<file path="src/rtl/strip_result_reader_pkg.sv">
// Shared widths, FSM encoding and default geometry for the strip result reader.
package strip_result_reader_pkg;

    localparam int RESULT_W                = 23;
    localparam int ADDR_W                  = 13;
    localparam int STRIP_W                 = 3;
    // 222 horizontal x 28 vertical slides per strip
    localparam int DEFAULT_WORDS_PER_STRIP = 6216;

    typedef enum logic [2:0] {
        IDLE      = 3'd0,
        WAIT_DONE = 3'd1,
        READ      = 3'd2,
        DRAIN     = 3'd3,
        FIN       = 3'd4
    } state_t;

endpackage

</file>
<file path="src/rtl/result_fifo.sv">
// Small shift-register FIFO; entry 0 is always the head, so the output is a
// plain register and nothing downstream-combinational reaches it.
module result_fifo #(
    parameter int DEPTH = 4,
    parameter int WIDTH = 27
) (
    input  logic                         clk,
    input  logic                         reset,
    input  logic                         wr_en,
    input  logic [WIDTH-1:0]             wr_data,
    input  logic                         rd_en,
    output logic [WIDTH-1:0]             head,
    output logic                         not_empty,
    output logic [$clog2(DEPTH+1)-1:0]   count
);

    localparam int CNT_W = $clog2(DEPTH+1);

    logic [WIDTH-1:0] mem [DEPTH];
    logic             pop;
    logic             full;
    int               wr_idx;

    assign pop       = rd_en && not_empty;
    assign not_empty = (count != '0);
    assign full      = (count == CNT_W'(DEPTH));
    assign head      = mem[0];

    // New word lands just behind the surviving entries (after any pop this cycle)
    always_comb wr_idx = int'(count) - (pop ? 1 : 0);

    // Storage: shift toward the head on pop, write at the tail slot on push
    always_ff @(posedge clk) begin
        for (int i = 0; i < DEPTH; i++) begin
            if (wr_en && (i == wr_idx)) begin
                mem[i] <= wr_data;
            end else if (pop && (i < DEPTH-1)) begin
                mem[i] <= mem[(i < DEPTH-1) ? i+1 : i];
            end
        end
    end

    // Occupancy; simultaneous push and pop leaves it unchanged
    always_ff @(posedge clk or posedge reset) begin
        if (reset) begin
            count <= '0;
        end else begin
            count <= CNT_W'(int'(count) + (wr_en ? 1 : 0) - (pop ? 1 : 0));
        end
    end

    // A push into a full FIFO means the upstream credit logic is broken
    always_ff @(posedge clk) begin
        if (!reset) begin
            assert (!(wr_en && full && !pop));
        end
    end

endmodule

</file>
<file path="src/rtl/strip_result_reader.sv">
// Reads every conv strip unit's result memory in turn and streams the words
// out over a valid/ready port, tagged with strip index and end-of-frame.
module strip_result_reader
    import strip_result_reader_pkg::*;
#(
    parameter int NUM_STRIPS      = 8,
    parameter int WORDS_PER_STRIP = DEFAULT_WORDS_PER_STRIP,
    parameter int RD_LAT          = 3,
    parameter int FIFO_DEPTH      = 4
) (
    input  logic                           clk,
    input  logic                           reset,
    input  logic                           start,
    input  logic [NUM_STRIPS-1:0]          strip_done,
    input  logic [NUM_STRIPS*RESULT_W-1:0] strip_data,
    output logic [ADDR_W-1:0]              strip_addr,
    output logic [RESULT_W-1:0]            m_data,
    output logic                           m_valid,
    input  logic                           m_ready,
    output logic                           m_last,
    output logic [STRIP_W-1:0]             m_strip,
    output logic                           busy,
    output logic                           frame_done
);

    localparam int ENTRY_W = RESULT_W + STRIP_W + 1;
    localparam int CNT_W   = $clog2(FIFO_DEPTH+1);
    localparam int INF_W   = $clog2(RD_LAT+1);
    localparam logic [ADDR_W-1:0]  LAST_ADDR  = ADDR_W'(WORDS_PER_STRIP-1);
    localparam logic [STRIP_W-1:0] LAST_STRIP = STRIP_W'(NUM_STRIPS-1);

    state_t                      state;
    logic [STRIP_W-1:0]          k;
    logic [ADDR_W-1:0]           addr_cnt;
    logic [RD_LAT-1:0]           vld_p;
    logic [RD_LAT-1:0]           last_p;
    logic [INF_W-1:0]            inflight;
    logic [CNT_W-1:0]            fifo_count;
    int                          occupancy;
    logic                        issue;
    logic                        issue_last;
    logic                        capture;
    logic                        pop;
    logic                        strip_empty;
    logic                        done_k;
    logic signed [RESULT_W-1:0]  cap_word;
    logic [ENTRY_W-1:0]          wr_entry;
    logic [ENTRY_W-1:0]          head;

    assign pop     = m_valid && m_ready;
    assign capture = vld_p[RD_LAT-1];

    // Select the active unit's done flag and read data
    always_comb begin
        done_k   = 1'b0;
        cap_word = '0;
        for (int i = 0; i < NUM_STRIPS; i++) begin
            if (int'(k) == i) begin
                done_k   = strip_done[i];
                cap_word = strip_data[i*RESULT_W +: RESULT_W];
            end
        end
    end

    // Words already requested from the memories but not yet captured
    always_comb begin
        inflight = '0;
        for (int i = 0; i < RD_LAT; i++) begin
            inflight = inflight + INF_W'(vld_p[i]);
        end
    end

    // Credit check counts the slot freed by a transfer this cycle, which is
    // what lets a FIFO of RD_LAT+1 sustain one word per cycle
    always_comb begin
        occupancy  = int'(fifo_count) + int'(inflight) - (pop ? 1 : 0);
        issue      = (state == READ) && (occupancy < FIFO_DEPTH);
        issue_last = issue && (addr_cnt == LAST_ADDR) && (k == LAST_STRIP);
        strip_empty = (inflight == '0) &&
                      ((fifo_count == '0) || ((fifo_count == CNT_W'(1)) && pop));
    end

    // Read-latency valid pipe: an issued address becomes a capture RD_LAT cycles later
    always_ff @(posedge clk or posedge reset) begin
        if (reset) begin
            vld_p  <= '0;
            last_p <= '0;
        end else begin
            vld_p  <= (vld_p << 1)  | RD_LAT'(issue);
            last_p <= (last_p << 1) | RD_LAT'(issue_last);
        end
    end

    // Frame sequencing FSM: wait for each strip, read it out, drain, next strip
    always_ff @(posedge clk or posedge reset) begin
        if (reset) begin
            state      <= IDLE;
            k          <= '0;
            addr_cnt   <= '0;
            strip_addr <= '0;
            busy       <= 1'b0;
            frame_done <= 1'b0;
        end else begin
            frame_done <= 1'b0;
            case (state)
                IDLE: begin
                    if (start) begin
                        state <= WAIT_DONE;
                        k     <= '0;
                        busy  <= 1'b1;
                    end
                end
                WAIT_DONE: begin
                    if (done_k) begin
                        state    <= READ;
                        addr_cnt <= '0;
                    end
                end
                READ: begin
                    if (issue) begin
                        strip_addr <= addr_cnt;
                        if (addr_cnt == LAST_ADDR) begin
                            state <= DRAIN;
                        end else begin
                            addr_cnt <= addr_cnt + 1'b1;
                        end
                    end
                end
                DRAIN: begin
                    if (strip_empty) begin
                        if (k == LAST_STRIP) begin
                            state      <= FIN;
                            frame_done <= 1'b1;
                            busy       <= 1'b0;
                        end else begin
                            state <= WAIT_DONE;
                            k     <= k + 1'b1;
                        end
                    end
                end
                FIN: begin
                    state <= IDLE;
                end
                default: begin
                    state <= IDLE;
                end
            endcase
        end
    end

    assign wr_entry = {cap_word, k, last_p[RD_LAT-1]};

    result_fifo #(
        .DEPTH (FIFO_DEPTH),
        .WIDTH (ENTRY_W)
    ) u_fifo (
        .clk       (clk),
        .reset     (reset),
        .wr_en     (capture),
        .wr_data   (wr_entry),
        .rd_en     (m_ready),
        .head      (head),
        .not_empty (m_valid),
        .count     (fifo_count)
    );

    // Tags are forced low when nothing is presented so reset leaves them cleared
    assign m_data  = head[ENTRY_W-1 -: RESULT_W];
    assign m_strip = m_valid ? head[STRIP_W:1] : '0;
    assign m_last  = m_valid && head[0];

endmodule
</file>
<file path="config.mk">
export PLATFORM = sky130hd
export DESIGN_NAME = strip_result_reader
export DESIGN_NICKNAME = d
export VERILOG_FILES = /design/src/rtl/strip_result_reader_pkg.sv /design/src/rtl/result_fifo.sv /design/src/rtl/strip_result_reader.sv
export SDC_FILE = /design/constraint.sdc
export NUM_CORES = 1
export LEC_CHECK = 0
export ABC_CLOCK_PERIOD_IN_PS = 13200
export CAP_MARGIN = 30
export CORE_ASPECT_RATIO = 1.4
export CORE_MARGIN = 10
export CORE_UTILIZATION = 53
export DETAILED_ROUTE_END_ITERATION = 7
export PLACE_DENSITY = 0.87
export SYNTH_ARGS = -nofsm -noshare
export SYNTH_HDL_FRONTEND = slang
export SYNTH_SLANG_ARGS = --single-unit
export TNS_END_PERCENT = 10
</file>
<file path="constraint.sdc">
create_clock -name clk -period 13.2 [get_ports clk]
set_clock_uncertainty 0.1 [all_clocks]
set_input_delay 1.98 -clock clk [delete_from_list [all_inputs] [get_ports clk]]
set_output_delay 1.98 -clock clk [all_outputs]
set_load 0.01 [all_outputs]
</file>
# Yosys cells after proc, flatten, opt, wreduce, memory -nomap -nowiden
# Memories as Yosys holds them, arrays and structs flattened.
# Cells that the tools add are included.
# Widths: inputs -> output; s select.
[word_totals]
word_cells = 133
output_inout_bits = 43
in_bits = 196
ff_bits = 43
memories = 1
ram_bits = 108
[memory_table]
columns = ["memory", "words", "word_bits", "rd", "rd_clocked_by_memory_dff", "wr", "line_no", "rtl"]
rows = [
  ["u_fifo.mem", 4, 27, 4, 0, 4, "result_fifo.sv:19", "logic [WIDTH-1:0] mem [DEPTH];"],
]
[op_classes]
n_lt_le_gt_ge = 1
bitwise_logic = 5
reduce_logical = 25
n_eq_ne = 24
n_mux = 59
add_sub_neg = 9
[ops]
columns = ["operator", "count"]
rows = [
  ["$mux 23", 8],
  ["$mux 27", 3],
  ["$eq 3x32->1 const A", 2],
  ["$mux 13", 3],
  ["$eq 2x32->1 const A", 1],
  ["$logic_not 32->1", 1],
  ["$lt 32x4->1 const B", 1],
  ["$sub 4x32->32", 1],
  ["$sub 5x32->32", 1],
  ["$mux 1", 31],
  ["$mux 3", 10],
  ["$pmux 13 s2", 1],
  ["$eq 3x3->1 const B", 5],
  ["$ne 2x2->1 const B", 7],
  ["$add 13x1->13 const B", 1],
  ["$eq 13x13->1 const B", 1],
  ["$eq 3x2->1 const B", 4],
  ["$pmux 3 s4", 1],
  ["$reduce_and 4->1", 3],
  ["$logic_and 1x1->1", 11],
  ["$eq 3x1->1 const B", 3],
  ["$logic_not 3->1", 3],
  ["$or 3x1->3", 2],
  ["$pmux 3 s2", 1],
  ["15 further kinds", 18],
]

# Depth between registers and ports, before layout
# Gate-level depths: netlist of run 1.
[depth]
ltp_word = 11
ltp_mapped = 14
ltp_nobuf = 13

# By module
# From an unflattened synthesis of run 1, not the netlist that was laid out.
[unflattened]
hier_cells = 695
hier_area_um2 = 8287.9
[by_module_without_submodules]
columns = ["module", "cells_each", "area_per_inst_um2", "seq_area_each_um2", "n_inst"]
rows = [
  ["result_fifo", 227, 4714.5, 3318.2, 1],
  ["strip_result_reader", 468, 3573.4, 1001.0, 1],
]

# Least setup slack after synthesis of run 1
# No wires, ideal clock.
[synth_path]
path_type = "input-to-reg"
start = "input port m_ready"
end = "memory u_fifo.mem[1][0] (enable)"
path_buffers = 0
cell_stages = 8
t_arrival_ps = 4945
setup_ps = 449
slack_ps = 7707
required_time_ps = 12651
path_cell_list = "nand2_1 -> inv_1 -> ha_1 -> ha_1 -> ha_1 -> nor2b_1 -> nand4b_1 -> o21ai_0"
[synth_rtl]
columns = ["item", "line_no", "rtl"]
rows = [
  ["start: declaration", "strip_result_reader.sv:19", "input logic m_ready,"],
  ["end: declaration", "result_fifo.sv:19", ""],
]

==> summary.txt, run 1 <==
STA
  – Slew @ Worst Pin: 914.3 ps
  – RSZ-0062 raised after global routing: false
  – Tcrit/Tclk final: 38.07%
  – Final setup fails: 0
  – Final hold vios: 0
  – Fmax achieved: 199.0 MHz
  – Pins Over Slew Limit: 0
  – Relative slew slack: 38.98%
  – Setup tns final: 0 ps
  – Tmin final: 5025 ps
  – Hold_ws: 251.7 ps

Route
  – DRC: 0
  – DR WL/cell: 19.89 um
  – Vias/cell: 5.790
  – Antenna Nets Post-Route: 0
  – Routed wl met3: 2.245 mm
  – Drt pass-1 iters: 6
  – Top Metal Used: met4
  – Post-Route M1 WL: 10.08 mm
  – Metal2 WL: 13.47 mm
  – Vias post-DR: 7,764
  – Final WL: 26.68 mm
  – 1st-iter DRT viols: 766

Clock network
  – Clock-pin slew on the worst setup and hold paths: 60 ps
  – Cts hold-fix bufs: 0
  – Clock Latency Late Sink: 420 ps
  – CTS tree: done
  – Clock Sinks: 151
  – CTS root buf: clkbuf_16
  – Longest Clk Path Bufs: 2
  – Setup bufs post-CTS: 0
  – Post-CTS Resized: 0
  – H-Tree Depth: 4
  – CTS Buf Count: 17

Yosys
  – Adder-Cell Fraction of Synth Area: 2.997%
  – Sequential element share of the synthesized area: 49.74%
  – Largest area contributor in the netlist: edfxtp_1
  – Synthesized instance count: 939
  – Number of synthesized flops with an enable pin: 108
  – Xor/xnor share of the synthesized area: 0.2017%
  – Yosys reg bits: 151
  – Post-synth ARST share: 28.48%
  – Post-synthesis net count: 1,154
  – Largest cells by area after synthesis: edfxtp_1 37%, dfrtp_1 12%, a21oi_1 9.9%
  – Ys flop type: edfxtp_1
  – Post-synthesis mux area share: 3.242%
  – Synth Area in Simple Gates: 13.62%
  – Compound-Gate Fraction of Synth Area: 21.25%
  – Synth Area per Inst: 9.247 um2
  – Area share of the largest cell type after synthesis: 37.35%
  – Unique masters post-synth: 54
  – Mapped cell area: 8683 um2
  – Main combinational cell family by area after synthesis: compound AO/OA/AOI/OAI gates
  – Ys Warns: 0

Critical path
  – CP Cell Sequence: clkdlybuf4s50_1 > nand2_1 > inv_1 > ha_1 > inv_1 > ha_1 > nand4b_1 > or2_2 > nand2_1 > buf_4 > mux2_2
  – Worst reg2reg startpoint: u_fifo.count[1]
  – Critical-path top delay cell: clkdlybuf4s50_1
  – Type of origin of the critical path: primary input
  – Kind of critical path: primary input to register
  – Crit-path max FO: 50
  – Crit end category: register
  – Worst r2r dst: u_fifo.mem[0][1]
  – Worst EP arrival: 5090 ps
  – Reg2Reg Depth: 13
  – Reg-to-reg slack, setup: 9080 ps
  – CP required: 13,260 ps
  – CP peak stage delay: 510 ps

Power
  – PD cells: 172.1 nW/um2
  – Maximum vdd ir drop: 0.1229 mV
  – Final Power: 2009 uW
  – Leakage: 0.004629 uW

Die
  – Core ar.: 16,100 um2
  – # IOs: 239
  – Die width: 128.2 um
  – Die extent in y: 171.5 um
  – Die area: 21,980 um2
  – FP Rows: 55
  – Initial Utilization: 53.92%

Final layout
  – NumNets Final: 1,338
  – Layout cells sized above 1: 7.570%
  – Filler Cell Count: 1,171
  – Non-Filler Instances: 1,341
  – P&R area growth vs syn: 34.45%
  – Final Util: 72.50%

Worst hold path
  – Hold EP: last_p[2]
  – Hold path startpoint: last_p[1]
  – Worst Hold Class: register to register
  – Hold depth: 0

Global route
  – Total gr overflow: 0
  – Largest net degree at the start of global routing: 97
  – First-pass GRT wire length: 40.77 mm
  – Initial antenna violation count: 4
  – Tot GR Track Use: 23.39%
  – Vias in the first global route: 7,677

Placement
  – Dpl cells: 1,300
  – Routability Congestion: 0.9095
  – Count of buffers from port buffering: 238
  – HPWL after detailed placement: 19.24 mm

Run
  – Max cap viols: 0

Status
  – Status: complete, no violations
==> layout make-up <==
class | instances | area, um2 | area share [%]
Sequential cell | 151 | 4319 | 37.00
Antenna cell | 6 | 15.01 | 0.1286
Clock buffer | 17 | 425.4 | 3.644
Tap cell | 199 | 249.0 | 2.133
Multi-Input combinational cell | 607 | 3607 | 30.90
Inverter | 93 | 349.1 | 2.990
Clock inverter | 15 | 155.1 | 1.329
Timing Repair Buffer | 253 | 2555 | 21.88
==> stage by stage <==
step / worst slack, ps / cell area [um2]
after detailed placement: 7714 / 11000
after floorplan: 7707 / 8683
after CTS: 8124 / 11580
after global placement: 7899 / 10980
final: 8175 / 11670
after global routing: 7983 / 11670
==> worst max-delay path, delay by kind of cell <==
kind / cells / cell delay, ps
fa+ha+maj: 2 / 600
simple gates: 4 / 910
mux: 1 / 400
buf+inv: 4 / 1200
==> sequential cells by signal (all words and copies together) (netlist names) <==
signal,flops
state,3
strip_addr,13
addr_cnt,13
vld_p,3
busy,1
k,3
u_fifo.mem,108
last_p,3
frame_done,1
u_fifo.count,3
==> metal layers <==
metal | track usage (%) | vias to the layer above
met5 | 0 | -
met4 | 9.912 | 0
met3 | 7.330 | 50
met2 | 39.24 | 376
met1 | 26.84 | 3670
li1 | - | 3668
==> synth_stat cells, drive strengths merged (2+ instances only) <==
| cell | count |
|---|---|
| a221oi | 23 |
| nor2b | 8 |
| o22ai | 25 |
| o31ai | 4 |
| a41oi | 3 |
| edfxtp | 108 |
| dfrtp | 43 |
| buf | 42 |
| nand4b | 2 |
| mux2 | 25 |
| o21a | 2 |
| or2 | 2 |
| o41ai | 4 |
| nand3b | 26 |
| nand2 | 95 |
| nor3 | 4 |
| nor2 | 83 |
| a21oi | 171 |
| fa | 3 |
| a21o | 24 |
| ha | 16 |
| nor4 | 4 |
| clkbuf | 46 |
| and3 | 6 |
| inv | 93 |
| nand3 | 8 |
| or4 | 2 |
| o21ai | 47 |
| nand4 | 5 |
| or3 | 2 |
==> where the power goes <==
| group | switching, uW | internal, uW |
|---|---|---|
| Clock | 210 | 268 |
| Sequential | 56.1 | 691 |
| Combinational | 434 | 349 |
| Total | 701 | 1310 |
==> layout by cell type (no fill, tap or decap), types with 5 or more instances in the layout <==
cell             Yosys  routed
diode_2              0       6
ha_1                16      14
and3_1               6       6
a21o_1              24      24
dfrtp_1             43      43
nor2b_1              8       8
edfxtp_1           108     108
inv_1               91      91
nor2_1              83      83
a221oi_1            23      23
clkdlybuf4s50_1      0     238
inv_6                0       7
o22ai_1             25      25
nand3b_1            26      26
nand3_1              8       8
nand4_1              5       5
clkbuf_16            0      17
o21ai_1             15      14
a21oi_1            171     171
o21ai_0             32      31
buf_4               23      11
mux2_2              23      23
nand2_1             95      95
==> logic make-up (layout without fill, tap and decap cells) <==
kind of cell               Yosys count  in the layout
AOI/OAI and AO/OA                  309            309
xor gates and xnor gates             2              2
adders and majority gates           19             19
buffers and inverters              181            378
DFF                                151            151
muxes                               25             25
other                                0              6
and+or+nand+nor                    252            252
==> worst max-delay path by stage <==
| stage | end | slack [ps] | depth (start not counted) | from |
|---|---|---|---|---|
| finish | u_fifo.mem[0][1] | 8170 | 11 | m_ready |
| global route | u_fifo.mem[0][1] | 7980 | 11 | m_ready |
| CTS | u_fifo.mem[1][3] | 8120 | 9 | m_ready |
| detailed placement | u_fifo.mem[1][3] | 7710 | 10 | m_ready |
| global placement | u_fifo.mem[1][2] | 7900 | 10 | m_ready |
| floorplan | u_fifo.mem[1][0] | 7710 | 8 | m_ready |
(Power assumes the default switching activity.)
==> inputs of run 2 (changes only) <==
--- a/config.mk
+++ b/config.mk
@@ -5,13 +5,13 @@
 export SDC_FILE = /design/constraint.sdc
 export NUM_CORES = 1
 export LEC_CHECK = 0
-export ABC_CLOCK_PERIOD_IN_PS = 13200
+export ABC_CLOCK_PERIOD_IN_PS = 4100
 export CAP_MARGIN = 30
 export CORE_ASPECT_RATIO = 1.4
 export CORE_MARGIN = 10
-export CORE_UTILIZATION = 53
+export CORE_UTILIZATION = 44
 export DETAILED_ROUTE_END_ITERATION = 7
-export PLACE_DENSITY = 0.87
+export PLACE_DENSITY = 0.77
 export SYNTH_ARGS = -nofsm -noshare
 export SYNTH_HDL_FRONTEND = slang
 export SYNTH_SLANG_ARGS = --single-unit
==> constraint.sdc (replaced) <==
create_clock -name clk -period 4.1 [get_ports clk]
set_clock_uncertainty 0.1 [all_clocks]
set_input_delay 0.615 -clock clk [delete_from_list [all_inputs] [get_ports clk]]
set_output_delay 0.615 -clock clk [all_outputs]
set_load 0.01 [all_outputs]
==> run 2 against run 1 <==
  * Sequential cell count did not move
  * Sequential share of layout area fell by 0.32 points
  * Critical path type is now register to register
  * Largest cell class unchanged
  * Register-to-register slack got worse by 8800 ps
  * Sequential power rose to 3.2 times the previous value
==> summary.txt, run 2 (synthesis results as in run 1) <==
Status
  – Status: complete, no violations

Route
  – DR WL/cell: 18.38 um
  – Vias/cell: 5.413
  – DRC: 0
  – Final WL: 25.62 mm
  – Drt pass-1 iters: 5
  – Antenna Nets Post-Route: 0
  – 1st-iter DRT viols: 548
  – Vias post-DR: 7,546

STA
  – Tcrit/Tclk final: 94.31%
  – Hold_ws: 248.8 ps
  – Pins Over Slew Limit: 0
  – Final setup fails: 0
  – Final hold vios: 0
  – Relative slew slack: 39.62%
  – Setup tns final: 0 ps
  – RSZ-0062 raised after global routing: false
  – Fmax achieved: 258.6 MHz
  – Slew @ Worst Pin: 899.7 ps
  – Tmin final: 3867 ps

Final layout
  – Layout cells sized above 1: 7.888%
  – Most common cell after layout, fill and taps aside: clkdlybuf4s50_1
  – NumNets Final: 1,343
  – Number of flip-flops in the largest register: 108
  – Fin area: 11,780 um2
  – Top flop regs: u_fifo.mem: 108 flops, addr_cnt: 13 flops, strip_addr: 13 flops
  – Most frequent cells in the layout: 238 x clkdlybuf4s50_1, 171 x a21oi_1, 108 x edfxtp_1
  – Top reg by flops: u_fifo.mem
  – P&R area growth vs syn: 35.62%

Power
  – PD cells: 554.2 nW/um2
  – Leakage: 0.004654 uW
  – Maximum vdd ir drop: 0.3931 mV

Worst hold path
  – Worst Hold Class: register to register

Clock network
  – CTS root buf: clkbuf_16
  – Setup bufs post-CTS: 0
  – H-Tree Depth: 4
  – CTS Buf Count: 17
  – Clock Latency Late Sink: 420 ps
  – CTS tree: done
  – Cts hold-fix bufs: 0
  – Clock-pin slew on the worst setup and hold paths: 70 ps
  – Clock Sinks: 151
  – Longest Clk Path Bufs: 2

Placement
  – Routability Congestion: 0.9162
  – Count of buffers from port buffering: 238
  – HPWL after detailed placement: 19.33 mm
  – DP Area: 11,130 um2

Run
  – Max cap viols: 0

Critical path
  – Crit end category: register
  – Type of origin of the critical path: register
  – Worst EP arrival: 4020 ps
  – Kind of critical path: register to register
  – CP required: 4250 ps
  – Reg-to-reg slack, setup: 230 ps
  – Crit-path max FO: 9

Global route
  – First-pass GRT wire length: 39.27 mm
  – Vias in the first global route: 7,363
  – Tot GR Track Use: 18.75%
  – Initial antenna violation count: 3
  – Largest net degree at the start of global routing: 80
  – Total gr overflow: 0

Die
  – Die width: 138.7 um
  – FP Rows: 60
  – Die extent in y: 186.2 um
  – Core ar.: 19,290 um2
  – Die area: 25,830 um2
  – # IOs: 239
  – Initial Utilization: 45.01%
run 2: critical path, cell delays in order, from the launching register on:
cell and delay, ps:
dfrtp_1 400, fa_1 580, ha_1 180, inv_1 50, fa_1 470, nand3b_1 110, nor3_2 330, ha_1 170
inv_1 60, o31ai_4 500, o21ai_1 270, o21ai_0 340, nand3_1 120
run 2: area by class of cell:
cell class | count | area [um2]
clock inverter | 13 | 195.2
fill | 1622 | 7517
sequential | 151 | 4319
antenna | 5 | 12.51
clock buffer | 19 | 432.9
tap | 248 | 310.3
timing repair buffer | 258 | 2545
multi-input combinational | 607 | 3612
inverter | 93 | 349.1
run 2: per-stage QoR:
stage               worst slack [ps]  power, uW  util, %  instances
floorplan                      360.8       4055        -        939
global placement               318.5       4746    57.69       1357
detailed placement             247.7       4838    57.69       1357
CTS                            128.3       6558    60.95       1389
global route                   16.93       6929    61.01       1392
finish                         233.5       6526    61.04       1394
run 2: timing repair:
| action | in CTS | in global routing |
|---|---|---|
| endpoints found under the hold margin | 0 | 0 |
| endpoints found under the setup margin | 0 | 3 |
| gates resized for setup | 0 | 1 |
run 2: where the power goes:
| group | total (uW) | switching [uW] | internal (uW) |
|---|---|---|---|
| clock network | 1680 | 651 | 1030 |
| logic | 2440 | 1350 | 1090 |
| registers | 2400 | 176 | 2230 |
run 2: metal layers:
layer	up-vias	share of wire, %	wire (um)	global-route usage [%]
met3	42	7.6	1946	6.168
met2	278	49	12610	31.12
li1	3680	-	-	-
met5	-	0	0	0
met4	0	3.0	777	7.946
met1	3546	40	10290	21.95
run 2: path summary, 6_finish.rpt:
kind / startpoint / to / depth (start not counted)
worst max-delay path: vld_p[0] / state[1] / 12
worst min-delay path: last_p[1] / last_p[2] / 0
worst max register to register: vld_p[0] / state[1] / 12
worst min register to register: last_p[1] / last_p[2] / 0
max in group asynchronous: reset / k[2] / 3
min in group asynchronous: reset / u_fifo.count[2] / 3
==> inputs of run 3 (changes only) <==
--- a/config.mk
+++ b/config.mk
@@ -8,7 +8,7 @@
 export ABC_CLOCK_PERIOD_IN_PS = 4100
 export CAP_MARGIN = 30
 export CORE_ASPECT_RATIO = 1.4
-export CORE_MARGIN = 10
+export CORE_MARGIN = 2
 export CORE_UTILIZATION = 44
 export DETAILED_ROUTE_END_ITERATION = 7
 export PLACE_DENSITY = 0.77
==> run 3 against run 2 <==
  * Die area decreased by 19%
  * Wire length decreased by 2.2%
  * Utilization decreased by 0.23 points
  * Combinational power about the same
  * Worst hold slack improved by 6.6 ps
  * Count of clock-buffer cells in the layout decreased by 1
  * Register-to-register slack got worse by 60 ps
  * Sequential power about the same
  * Sequential cell count unchanged
  * Cell count about the same
  * Power decreased by 3.2%
  * Largest power group unchanged
==> summary.txt, run 3 (synthesis results as in run 1) <==
Clock network
  – CTS tree: done
  – Setup bufs post-CTS: 0
  – CTS Buf Count: 17
  – Longest Clk Path Bufs: 2
  – H-Tree Depth: 4
  – Clock-pin slew on the worst setup and hold paths: 60 ps
  – CTS root buf: clkbuf_16
  – Post-CTS Resized: 0
  – Cts hold-fix bufs: 0
  – Clock Sinks: 151
  – Clock Latency Late Sink: 420 ps

Critical path
  – Critical-path top delay cell: fa_1
  – CP peak stage delay: 560 ps
  – Reg-to-reg slack, setup: 170 ps
  – Worst r2r dst: addr_cnt[4]
  – Kind of critical path: register to register
  – Worst reg2reg startpoint: vld_p[0]
  – CP Cell Sequence: fa_1 > ha_1 > inv_1 > fa_1 > nand3b_1 > nor3_1 > ha_1 > inv_1 > o31ai_4 > o211ai_4 > or3_1 > a21oi_1
  – Reg2Reg Depth: 12
  – Crit end category: register
  – Worst EP arrival: 4170 ps
  – Type of origin of the critical path: register
  – Crit-path max FO: 10
  – CP required: 4340 ps

Final layout
  – Number of flip-flops in the largest register: 108
  – Most frequent cells in the layout: 238 x clkdlybuf4s50_1, 171 x a21oi_1, 108 x edfxtp_1
  – Top reg by flops: u_fifo.mem
  – Layout cells sized above 1: 8.290%
  – Most common cell after layout, fill and taps aside: clkdlybuf4s50_1
  – Non-Filler Instances: 1,395
  – Top flop regs: u_fifo.mem: 108 flops, addr_cnt: 13 flops, strip_addr: 13 flops
  – NumNets Final: 1,348
  – P&R area growth vs syn: 35.12%

Route
  – DRC: 0
  – DR WL/cell: 17.96 um
  – Vias post-DR: 7,707
  – Drt pass-1 iters: 6
  – Antenna Nets Post-Route: 0
  – 1st-iter DRT viols: 505
  – Final WL: 25.06 mm
  – Vias/cell: 5.525

Die
  – Die width: 122.7 um
  – Initial Utilization: 45.01%
  – FP Rows: 60
  – Die area: 20,890 um2
  – Core ar.: 19,290 um2
  – # IOs: 239
  – Die extent in y: 170.2 um

Global route
  – Most used routing layer: met2
  – Largest net degree at the start of global routing: 56
  – Met1 GRT Util: 30.48%
  – Total gr overflow: 0
  – First-pass GRT wire length: 38.93 mm
  – Initial antenna violation count: 1
  – Tot GR Track Use: 24.22%
  – Met3 usage: 4.457%
  – Met2 Track Usage GR: 41.12%
  – Vias in the first global route: 7,376

Placement
  – Dpl cells: 1,362
  – Count of buffers from port buffering: 238
  – Routability Congestion: 0.8991
  – HPWL after detailed placement: 18.28 mm

Power
  – PD cells: 538.3 nW/um2
  – Leakage: 0.004641 uW
  – Maximum vdd ir drop: 0.3911 mV

STA
  – RSZ-0062 raised after global routing: false
  – Setup tns final: 0 ps
  – Fmax achieved: 254.5 MHz
  – Tmin final: 3930 ps
  – Tcrit/Tclk final: 95.85%
  – Relative slew slack: 43.22%
  – Slew @ Worst Pin: 850.8 ps
  – Final hold vios: 0
  – Final setup fails: 0
  – Pins Over Slew Limit: 0

Worst hold path
  – Hold path startpoint: last_p[1]
  – Hold EP: last_p[2]
  – Worst Hold Class: register to register
  – Hold depth: 0

Run
  – Max cap viols: 0

Status
  – Status: complete, no violations
==> run 3: changes by cell type in the layout (fill, tap and decap cells not counted), moves of 2 or more <==
cell       before  now
bufinv_16       4    0
clkinv_4        2    4
buf_4          19   23
inv_6           3    6
diode_2         5    1
==> run 3: worst max-delay path, delay by kind of cell (launching register included) <==
| family | cells | cell delay [ps] |
|---|---|---|
| adders and majority gates | 4 | 1400 |
| and+or+nand+nor | 3 | 990 |
| AOI/OAI and AO/OA | 3 | 850 |
| DFF | 1 | 400 |
| buffers and inverters | 2 | 120 |
==> run 3: through the flow <==
| step | utilization [%] | setup slack, ps | hold slack, ps | instance area (um2) | total power [uW] |
|---|---|---|---|---|---|
| 5_1_grt | 60.81 | 3.983 | 269.0 | 11730 | 6693 |
| 6_report | 60.81 | 170.3 | 255.3 | 11730 | 6315 |
| 3_5_place_dp | 57.96 | 184.0 | 241.3 | 11180 | 4900 |
| 2_1_floorplan | - | 360.8 | 231.2 | 8683 | 4055 |
| 4_1_cts | 60.80 | 174.3 | 256.4 | 11730 | 6359 |
| 3_3_place_gp | 57.96 | 255.2 | 236.2 | 11180 | 4804 |
==> run 3: power breakdown <==
part	internal [uW]	switching, uW
Clock	791	656
Sequential	2230	189
Combinational	1120	1340
Total	4140	2180
==> run 3: how the worst max path moves through the flow <==
stage / startpoint / to / slack [ps] / cells past startpoint
floorplan: u_fifo.count[1] / u_fifo.mem[1][0] / 360 / 10
global placement: vld_p[0] / strip_addr[0] / 260 / 12
detailed placement: vld_p[0] / strip_addr[1] / 180 / 12
CTS: vld_p[0] / strip_addr[0] / 170 / 12
global route: vld_p[0] / strip_addr[12] / 4 / 12
finish: vld_p[0] / addr_cnt[4] / 170 / 12
==> run 3: layer usage <==
metal	part of all wire (%)	vias to the layer above
met4	2.9	0
met3	6.7	48
li1	-	3689
met2	52	363
met1	39	3607
met5	0	-
==> run 3: final cells by class <==
cell class              instances  area [um2]
diodes                          1       2.502
clock buffers                  18       429.2
clock inverters                14       117.6
fillers                      1622        7561
inverters                      93       349.1
multi-input cells             607        3610
flip-flops and latches        151        4319
well taps                     248       310.3
repair buffers                263        2595
